### src/rtl/dmem_arb_pkg.sv
// Shared definitions for the data-memory port arbiter.
//   state_t        : transfer FSM states (idle, byte transfer, completion)
//   REQ_CPU/REQ_DBG: requester identifiers, also used as req[] bit positions
//   BYTES_PER_WORD : byte cycles per word access
package dmem_arb_pkg;

    typedef enum logic [1:0] {
        ST_IDLE = 2'd0,
        ST_XFER = 2'd1,
        ST_DONE = 2'd2
    } state_t;

    localparam logic REQ_CPU = 1'b0;
    localparam logic REQ_DBG = 1'b1;

    localparam int BYTES_PER_WORD = 4;
    localparam int BYTE_CNT_W     = $clog2(BYTES_PER_WORD);

endpackage

### src/rtl/rr_arbiter2.sv
// Two-way round-robin grant logic (purely combinational).
//   req[1:0]  : request vector, bit REQ_CPU = processor, bit REQ_DBG = debug
//   last_gnt  : requester granted most recently (state held by the parent)
//   gnt_valid : at least one request present
//   gnt_id    : requester to grant; on contention, the one not granted last
module rr_arbiter2
    import dmem_arb_pkg::*;
(
    input  logic [1:0] req,
    input  logic       last_gnt,
    output logic       gnt_valid,
    output logic       gnt_id
);

    always_comb begin
        gnt_valid = |req;
        gnt_id    = REQ_CPU;
        if (req[REQ_CPU] && req[REQ_DBG]) begin
            gnt_id = ~last_gnt;
        end else if (req[REQ_DBG]) begin
            gnt_id = REQ_DBG;
        end
    end

endmodule

### src/rtl/dmem_port_arbiter.sv
// Shares a byte-wide data memory between the processor load/store path and
// a debug/loader port. Each granted word access runs as four byte cycles,
// big-endian (byte at addr carries bits 31:24), followed by a one-cycle
// done pulse to the granted requester.
//   clk, rst                     : clock, synchronous active-high reset
//   cpu_req/we/addr/wdata        : processor request, held until cpu_done
//   cpu_rdata, cpu_done          : processor read word and completion pulse
//   dbg_*                        : same set for the debug/loader port
//   mem_addr/we/wdata, mem_rdata : byte interface to the memory array
//   busy                         : transfer or completion in progress
module dmem_port_arbiter
    import dmem_arb_pkg::*;
#(
    parameter int ADDR_W = 5,
    parameter int DATA_W = 32,
    parameter int BYTE_W = 8
) (
    input  logic              clk,
    input  logic              rst,
    input  logic              cpu_req,
    input  logic              cpu_we,
    input  logic [ADDR_W-1:0] cpu_addr,
    input  logic [DATA_W-1:0] cpu_wdata,
    output logic [DATA_W-1:0] cpu_rdata,
    output logic              cpu_done,
    input  logic              dbg_req,
    input  logic              dbg_we,
    input  logic [ADDR_W-1:0] dbg_addr,
    input  logic [DATA_W-1:0] dbg_wdata,
    output logic [DATA_W-1:0] dbg_rdata,
    output logic              dbg_done,
    output logic [ADDR_W-1:0] mem_addr,
    output logic              mem_we,
    output logic [BYTE_W-1:0] mem_wdata,
    input  logic [BYTE_W-1:0] mem_rdata,
    output logic              busy
);

    state_t                  state_reg, state_next;
    logic [BYTE_CNT_W-1:0]   byte_cnt_reg;
    logic                    last_gnt_reg;
    logic                    gnt_id_reg;
    logic                    we_reg;
    logic [ADDR_W-1:0]       addr_reg;
    logic [DATA_W-1:0]       wdata_reg;
    logic [DATA_W-1:0]       rdata_sr_reg;
    logic [DATA_W-1:0]       cpu_rdata_reg;
    logic [DATA_W-1:0]       dbg_rdata_reg;

    logic                    gnt_valid;
    logic                    gnt_id;
    logic                    last_byte;
    logic [DATA_W-1:0]       rdata_sr_next;
    logic [BYTE_W-1:0]       wbyte [BYTES_PER_WORD];

    rr_arbiter2 u_arb (
        .req       ({dbg_req, cpu_req}),
        .last_gnt  (last_gnt_reg),
        .gnt_valid (gnt_valid),
        .gnt_id    (gnt_id)
    );

    // Split the latched write word into bytes, most significant first.
    genvar gi;
    generate
        for (gi = 0; gi < BYTES_PER_WORD; gi++) begin : g_wbyte
            assign wbyte[gi] = wdata_reg[DATA_W-1-BYTE_W*gi -: BYTE_W];
        end
    endgenerate

    assign last_byte     = (byte_cnt_reg == BYTE_CNT_W'(BYTES_PER_WORD - 1));
    assign rdata_sr_next = {rdata_sr_reg[DATA_W-BYTE_W-1:0], mem_rdata};

    // State register
    always_ff @(posedge clk) begin
        if (rst) begin
            state_reg <= ST_IDLE;
        end else begin
            state_reg <= state_next;
        end
    end

    // Next-state logic
    always_comb begin
        state_next = state_reg;
        case (state_reg)
            ST_IDLE: if (gnt_valid) state_next = ST_XFER;
            ST_XFER: if (last_byte) state_next = ST_DONE;
            ST_DONE: state_next = ST_IDLE;
            default: state_next = ST_IDLE;
        endcase
    end

    // Request latch, byte counter and read assembly
    always_ff @(posedge clk) begin
        if (rst) begin
            last_gnt_reg  <= REQ_DBG;   // cpu wins the first contention
            gnt_id_reg    <= REQ_CPU;
            we_reg        <= 1'b0;
            addr_reg      <= '0;
            wdata_reg     <= '0;
            byte_cnt_reg  <= '0;
            rdata_sr_reg  <= '0;
            cpu_rdata_reg <= '0;
            dbg_rdata_reg <= '0;
        end else begin
            case (state_reg)
                ST_IDLE: begin
                    byte_cnt_reg <= '0;
                    if (gnt_valid) begin
                        gnt_id_reg   <= gnt_id;
                        last_gnt_reg <= gnt_id;
                        if (gnt_id == REQ_DBG) begin
                            we_reg    <= dbg_we;
                            addr_reg  <= dbg_addr;
                            wdata_reg <= dbg_wdata;
                        end else begin
                            we_reg    <= cpu_we;
                            addr_reg  <= cpu_addr;
                            wdata_reg <= cpu_wdata;
                        end
                    end
                end
                ST_XFER: begin
                    byte_cnt_reg <= byte_cnt_reg + 1'b1;
                    if (!we_reg) begin
                        rdata_sr_reg <= rdata_sr_next;
                        // Publish the finished word so it is valid during done
                        if (last_byte) begin
                            if (gnt_id_reg == REQ_DBG) begin
                                dbg_rdata_reg <= rdata_sr_next;
                            end else begin
                                cpu_rdata_reg <= rdata_sr_next;
                            end
                        end
                    end
                end
                default: ;
            endcase
        end
    end

    // Outputs
    always_comb begin
        mem_addr  = '0;
        mem_we    = 1'b0;
        mem_wdata = '0;
        cpu_done  = 1'b0;
        dbg_done  = 1'b0;
        busy      = 1'b0;
        case (state_reg)
            ST_XFER: begin
                busy     = 1'b1;
                mem_addr = addr_reg + ADDR_W'(byte_cnt_reg);  // wraps mod depth
                mem_we   = we_reg;
                if (we_reg) mem_wdata = wbyte[byte_cnt_reg];
            end
            ST_DONE: begin
                busy     = 1'b1;
                cpu_done = (gnt_id_reg == REQ_CPU);
                dbg_done = (gnt_id_reg == REQ_DBG);
            end
            default: ;
        endcase
    end

    assign cpu_rdata = cpu_rdata_reg;
    assign dbg_rdata = dbg_rdata_reg;

endmodule

### config.mk
export PLATFORM = sky130hd
export DESIGN_NAME = dmem_port_arbiter
export DESIGN_NICKNAME = d
export VERILOG_FILES = /design/src/rtl/dmem_arb_pkg.sv /design/src/rtl/rr_arbiter2.sv /design/src/rtl/dmem_port_arbiter.sv
export SDC_FILE = /design/constraint.sdc
export NUM_CORES = 1
export LEC_CHECK = 0
export BUFFER_PORTS_ARGS = -buffer_cell sky130_fd_sc_hd__buf_2
export CELL_PAD_IN_SITES_DETAIL_PLACEMENT = 1
export CELL_PAD_IN_SITES_GLOBAL_PLACEMENT = 1
export CORE_ASPECT_RATIO = 1.4
export CORE_MARGIN = 2
export CORE_UTILIZATION = 39
export CTS_CLUSTER_DIAMETER = 120
export DETAILED_ROUTE_END_ITERATION = 10
export MAX_ROUTING_LAYER = met4
export PLACE_DENSITY = 0.91
export SLEW_MARGIN = 20
export SYNTH_ARGS = -nofsm -noshare
export SYNTH_HDL_FRONTEND = slang
export SYNTH_SLANG_ARGS = --single-unit
### constraint.sdc
create_clock -name clk -period 2.94 [get_ports clk]
set_input_delay 0.441 -clock clk [delete_from_list [all_inputs] [get_ports clk]]
set_output_delay 0.441 -clock clk [all_outputs]
set_load 0.03 [all_outputs]
# After elaboration in Yosys (flattened, before gate mapping)
# Cells that the tools add are included.
[word_totals]
reg_bits = 132
latch_bits = 0
mem_bits_rw = 0
mem_bits_ro = 0
out_inout_bits = 81
mem_count = 0
[op_classes]
add_sub_neg = 2
mul = 0
n_div = 0
magnitude_cmp = 1
n_eq_ne = 5
n_shift = 0
muxes = 19
n_bitwise = 4
reduce_logical = 10
[op_table]
columns = ["operator", "count"]
rows = [
  ["$mux 32", 1],
  ["$mux 8", 4],
  ["$bmux 8 s2", 1],
  ["$mux 5", 2],
  ["$pmux 2 s2", 2],
  ["$reduce_and 4->1", 2],
  ["$mux 1", 7],
  ["$reduce_and 2->1", 3],
  ["$add 5x2->5", 1],
  ["$eq 2x2->1 const B", 2],
  ["$mux 2", 2],
  ["$ne 2x2->1 const B", 2],
  ["$reduce_or 2->1", 2],
  ["$ge 3x3->1 const B", 1],
  ["$not 1->1", 3],
  ["$not 2->3", 1],
  ["$add 2x1->2 const B", 1],
  ["$eq 2x1->1 const B", 1],
  ["$logic_not 2->1", 1],
  ["$reduce_bool 2->1", 1],
  ["$logic_and 1x1->1", 1],
]

# Depth between registers and ports, before layout
[logic_depth]
ltp_word = 6
mapped_depth = 8
ltp_nobuf = 5

# Cells and area by module
# Synthesis repeated with hierarchy kept, for this count alone.
[hier_totals]
hier_cells = 639
area_unflattened_um2 = 5557.8
[by_module_without_submodules]
columns = ["module", "instances", "cells_per_inst", "area_per_inst_um2", "seq_area_each_um2"]
rows = [
  ["dmem_port_arbiter", 1, 637, 5544.1, 2642.5],
  ["rr_arbiter2", 1, 2, 13.8, 0.0],
]

# Least setup slack after synthesis
# No wires, ideal clock.
[synth_timing]
path_kind = "register -> output"
start = "register byte_cnt_reg[1]"
end = "output port mem_addr[4]"
arrival_time_ns = 2.074
setup_slack_ns = 0.425
stages_incl_launch_ff = 6
path_cell_list = "dfxtp_1 -> clkbuf_1 -> inv_1 -> fa_1 -> or3_1 -> a21oi_1"
[synth_via]
elab_chain_cells = 2
[synth_rtl]
columns = ["element", "line", "text"]
rows = [
  ["from (decl)", "dmem_port_arbiter.sv:40", "logic [BYTE_CNT_W-1:0] byte_cnt_reg;"],
  ["from (signal assigned)", "dmem_port_arbiter.sv:125", "byte_cnt_reg <= byte_cnt_reg + 1'b1;"],
  ["$add 5x2->5", "dmem_port_arbiter.sv:154", "mem_addr = addr_reg + ADDR_W'(byte_cnt_reg);"],
  ["$mux 5", "dmem_port_arbiter.sv:151", "case (state_reg)"],
  ["to (decl)", "dmem_port_arbiter.sv:32", "output logic [ADDR_W-1:0] mem_addr,"],
]
# No other way between the ends.

# Worst setup path after layout
[layout_timing]
start = "register byte_cnt_reg[0]"
end = "output port mem_addr[4]"
# Same word-level chain as after synthesis.

==> impl_results.md <==
* Final hold viol count at 0
* RePlAce Congestion at 0.789
* Clock-pin transition on the worst setup and hold timing paths at around 0.060 ns
* Htree depth at 4
* Die area at 15,000 sq um
* Peak VDD IR at around 0.33 mV
* Adder-Cell Fraction of Synth Area at 0.0174
* Setup crit end kind: primary output
* Leak at ~2.9 nW
* Status: finished clean
* Multi-input gate area at 2530 sq um
* Synth Area in Compound Gates at 0.199
* Fin crit period at 2.52 ns
* Post-route ant nets at 0
* Library cells used by synthesis at 35
* RSZ-0062 raised after global routing: false
* Global-route wire length before repair at 28,000 um
* # Post-CTS Setup Buffers at 0
* XOR/XNOR Fraction of Synth Area at 0.00160
* DR WL/cell at 17.4 um
* Worst path bufs/invs at 2
* Clock Power Share at 0.456
* Vias at approximately 5.3k
* Final WL at 17,700 um
* Core area at 13,800 sq um
* Switching Fraction at 0.285
* TritonCTS clock tree: yes
* Largest net degree at the start of global routing at 76
* Hold Path Class: input port to flip-flop
* Std-Cell Rows at 51
* Initial antenna violation count at 0
* # resized after CTS at 0
* Total Power at 0.00460 W
* I/O Pins at 169
* Slowest Stage Delay on Critical Path at 0.41 ns
* Die height at between 100 and 150 um
* Internal at 0.00329 W
* GRT Residual Overflow at 0
* Sw power at 0.00131 W
* Cell Area, Synth at 5460 sq um
* Largest family of logic cells by synthesized area: simple AND/OR/NAND/NOR gates
* WP data arrival at 2.08 ns
* Worst-path maximum fanout at 3
* Syn_nets at between 700 and 800
* Setup Skew at 0.00700 ns
* Area grow syn2layout at 27.4%
* CP required at about 2.5 ns
* Clock Tree Buf Depth at 2
* CP delay by family, top: adder cells
* Setup CP Type: flip-flop to primary output
* Crit path from: byte_cnt_reg[0]
* Final setup violation count at 0
* Buffers on Ports at 168
* Achievable Freq at 0.396 GHz
* Logic pwr share at 0.119
* DP HPWL at 12,000 um
* Reg power frac at 0.425
* # fillers at approximately 1.8k
* Register Area at 2640 sq um
* Layout cell share with drive strength beyond 1 at 0.284
* Clock Tree Root: clkbuf_16
* Hold_buf cts at 0
* Hold Startpoint: cpu_wdata[5]
* Final-stage net count at ~900
* Post-synth EDFFs at 0
* Period utilization at 0.858
* Slew Limit Fails at 0
* Initial Utilization at 0.396
* Share of flip-flops with an asynchronous set or reset at 0
* Number of global-route vias before repair at ~5.5k
* CP startpoint kind: flip-flop
* Number of diodes at 0
* GRT Util Overall at 0.246
* Max_cap viols at 0
* DR DRC count at 0
* Vias/cell at approximately 5.2
* Simple-Gate Fraction of Synth Area at 0.208
* Yosys warns at 0
* Seq/Total Area, Yosys at 0.484
* Worst-Skew Late Latency at 0.42 ns
* Slowest CP cell: fa_1
* DR iter-0 viols at about 240
* Pwr per Cell Area at ~660 nW/um^2
* Slew headroom at 0.405
* Ys flop type: dfxtp_1
* TritonCTS buffer count at 17
* Post-synthesis mux area share at 0.0330
* Least-Margin Pin Slew at 0.893 ns
* Syn Inst Count at 678
* Post-synthesis register bit count at 132
* Die extent in x at 104 um
* Drt pass-1 iters at 4
* Setup Total Neg Slack at 0 ns
* Crit-path cells: ha_1, inv_1, fa_1, or3_1, a21oi_1, buf_2
* CTS Sinks at between 100 and 150
* R2r startpoint: state_reg[1]
* Post-Syn Area per Cell at 8.05 sq um
-- kinds of logic after synthesis --
family,Yosys count
mux,8
buf+inv,66
compound gates,183
simple gates,281
flops,132
xor+xnor,1
fa+ha+maj,7
-- per-layer routing --
layer / up-vias / track usage / wire length (um) / share of wire
li1: 2544 / - / - / -
met1: 2543 / 0.250 / 6710 / 0.38
met2: 149 / 0.459 / 9730 / 0.55
met3: 36 / 0.0536 / 656 / 0.037
met4: 0 / 0.106 / 634 / 0.036
met5: - / - / 0 / 0
-- cell usage after synthesis, types with 7 or more instances --
| master | number | area share |
|---|---|---|
| inv_1 | 9 | 0.0062 |
| clkbuf_1 | 24 | 0.016 |
| buf_4 | 7 | 0.0096 |
| nor2_1 | 42 | 0.029 |
| a211oi_1 | 29 | 0.040 |
| a21oi_1 | 134 | 0.12 |
| nand2_1 | 215 | 0.15 |
| a211oi_2 | 10 | 0.023 |
| buf_2 | 25 | 0.023 |
| dfxtp_1 | 132 | 0.48 |
| mux4_2 | 8 | 0.033 |
| and2_1 | 11 | 0.013 |
-- stage by stage --
step	setup slack [ns]	cell area, sq um	hold WS, ns	std cells	utilization
6_report	0.417	6960	0.261	1017	0.505
5_1_grt	0.278	6960	0.261	1017	0.505
2_1_floorplan	0.425	5460	0.445	678	-
3_5_place_dp	0.845	6370	0.445	985	0.462
4_1_cts	0.385	6960	0.248	1017	0.505
3_3_place_gp	0.852	6370	0.439	985	0.462
-- power groups by stage --
| stage | Clock (W) | Combinational, W | Sequential (W) |
|---|---|---|---|
| 2_1_floorplan | 0 | 0.000400 | 0.00196 |
| 3_3_place_gp | 0 | 0.000534 | 0.00199 |
| 3_5_place_dp | 0 | 0.000547 | 0.00199 |
| 4_1_cts | 0.00214 | 0.000554 | 0.00195 |
| 5_1_grt | 0.00224 | 0.000614 | 0.00196 |
| 6_report | 0.00210 | 0.000548 | 0.00196 |
-- cells in the final DEF, fill, tap and decap left out, drive strengths merged, types with 2 or more instances in the layout --
master / count
a211oi: 39
a21oi: 134
and2: 11
buf: 179
clkbuf: 17
clkinvlp: 3
dfxtp: 132
ha: 6
inv: 19
mux4: 8
nand2: 215
nor2: 42
nor2b: 2
nor3b: 2
o21ai: 3
or3: 2
-- cell type report --
type / count / share of cell area
timing repair buffer: 179 / 0.135
clock buffer: 17 / 0.0612
sequential: 132 / 0.380
tap: 185 / 0.0333
inverter: 9 / 0.00486
multi-input combinational: 480 / 0.363
clock inverter: 15 / 0.0228
-- worst register-to-register path, cell delays in order (launching register included) --
cell	delay, ns
dfxtp_1	0.32
inv_1	0.07
ha_1	0.43
nand2b_1	0.59
nand2_1	0.25
a21oi_1	0.10
-- final timing paths --
| kind | end | slack (ns) | depth (start not counted) |
|---|---|---|---|
| worst max-delay path | mem_addr[4] | 0.42 | 6 |
| worst min-delay path | wbyte[5] | 0.26 | 3 |
| worst max register to register | rdata_sr_reg[5] | 1.01 | 5 |
| worst min register to register | cpu_rdata[12] | 0.45 | 2 |
No activity file was read; power rests on OpenSTA's default activity.
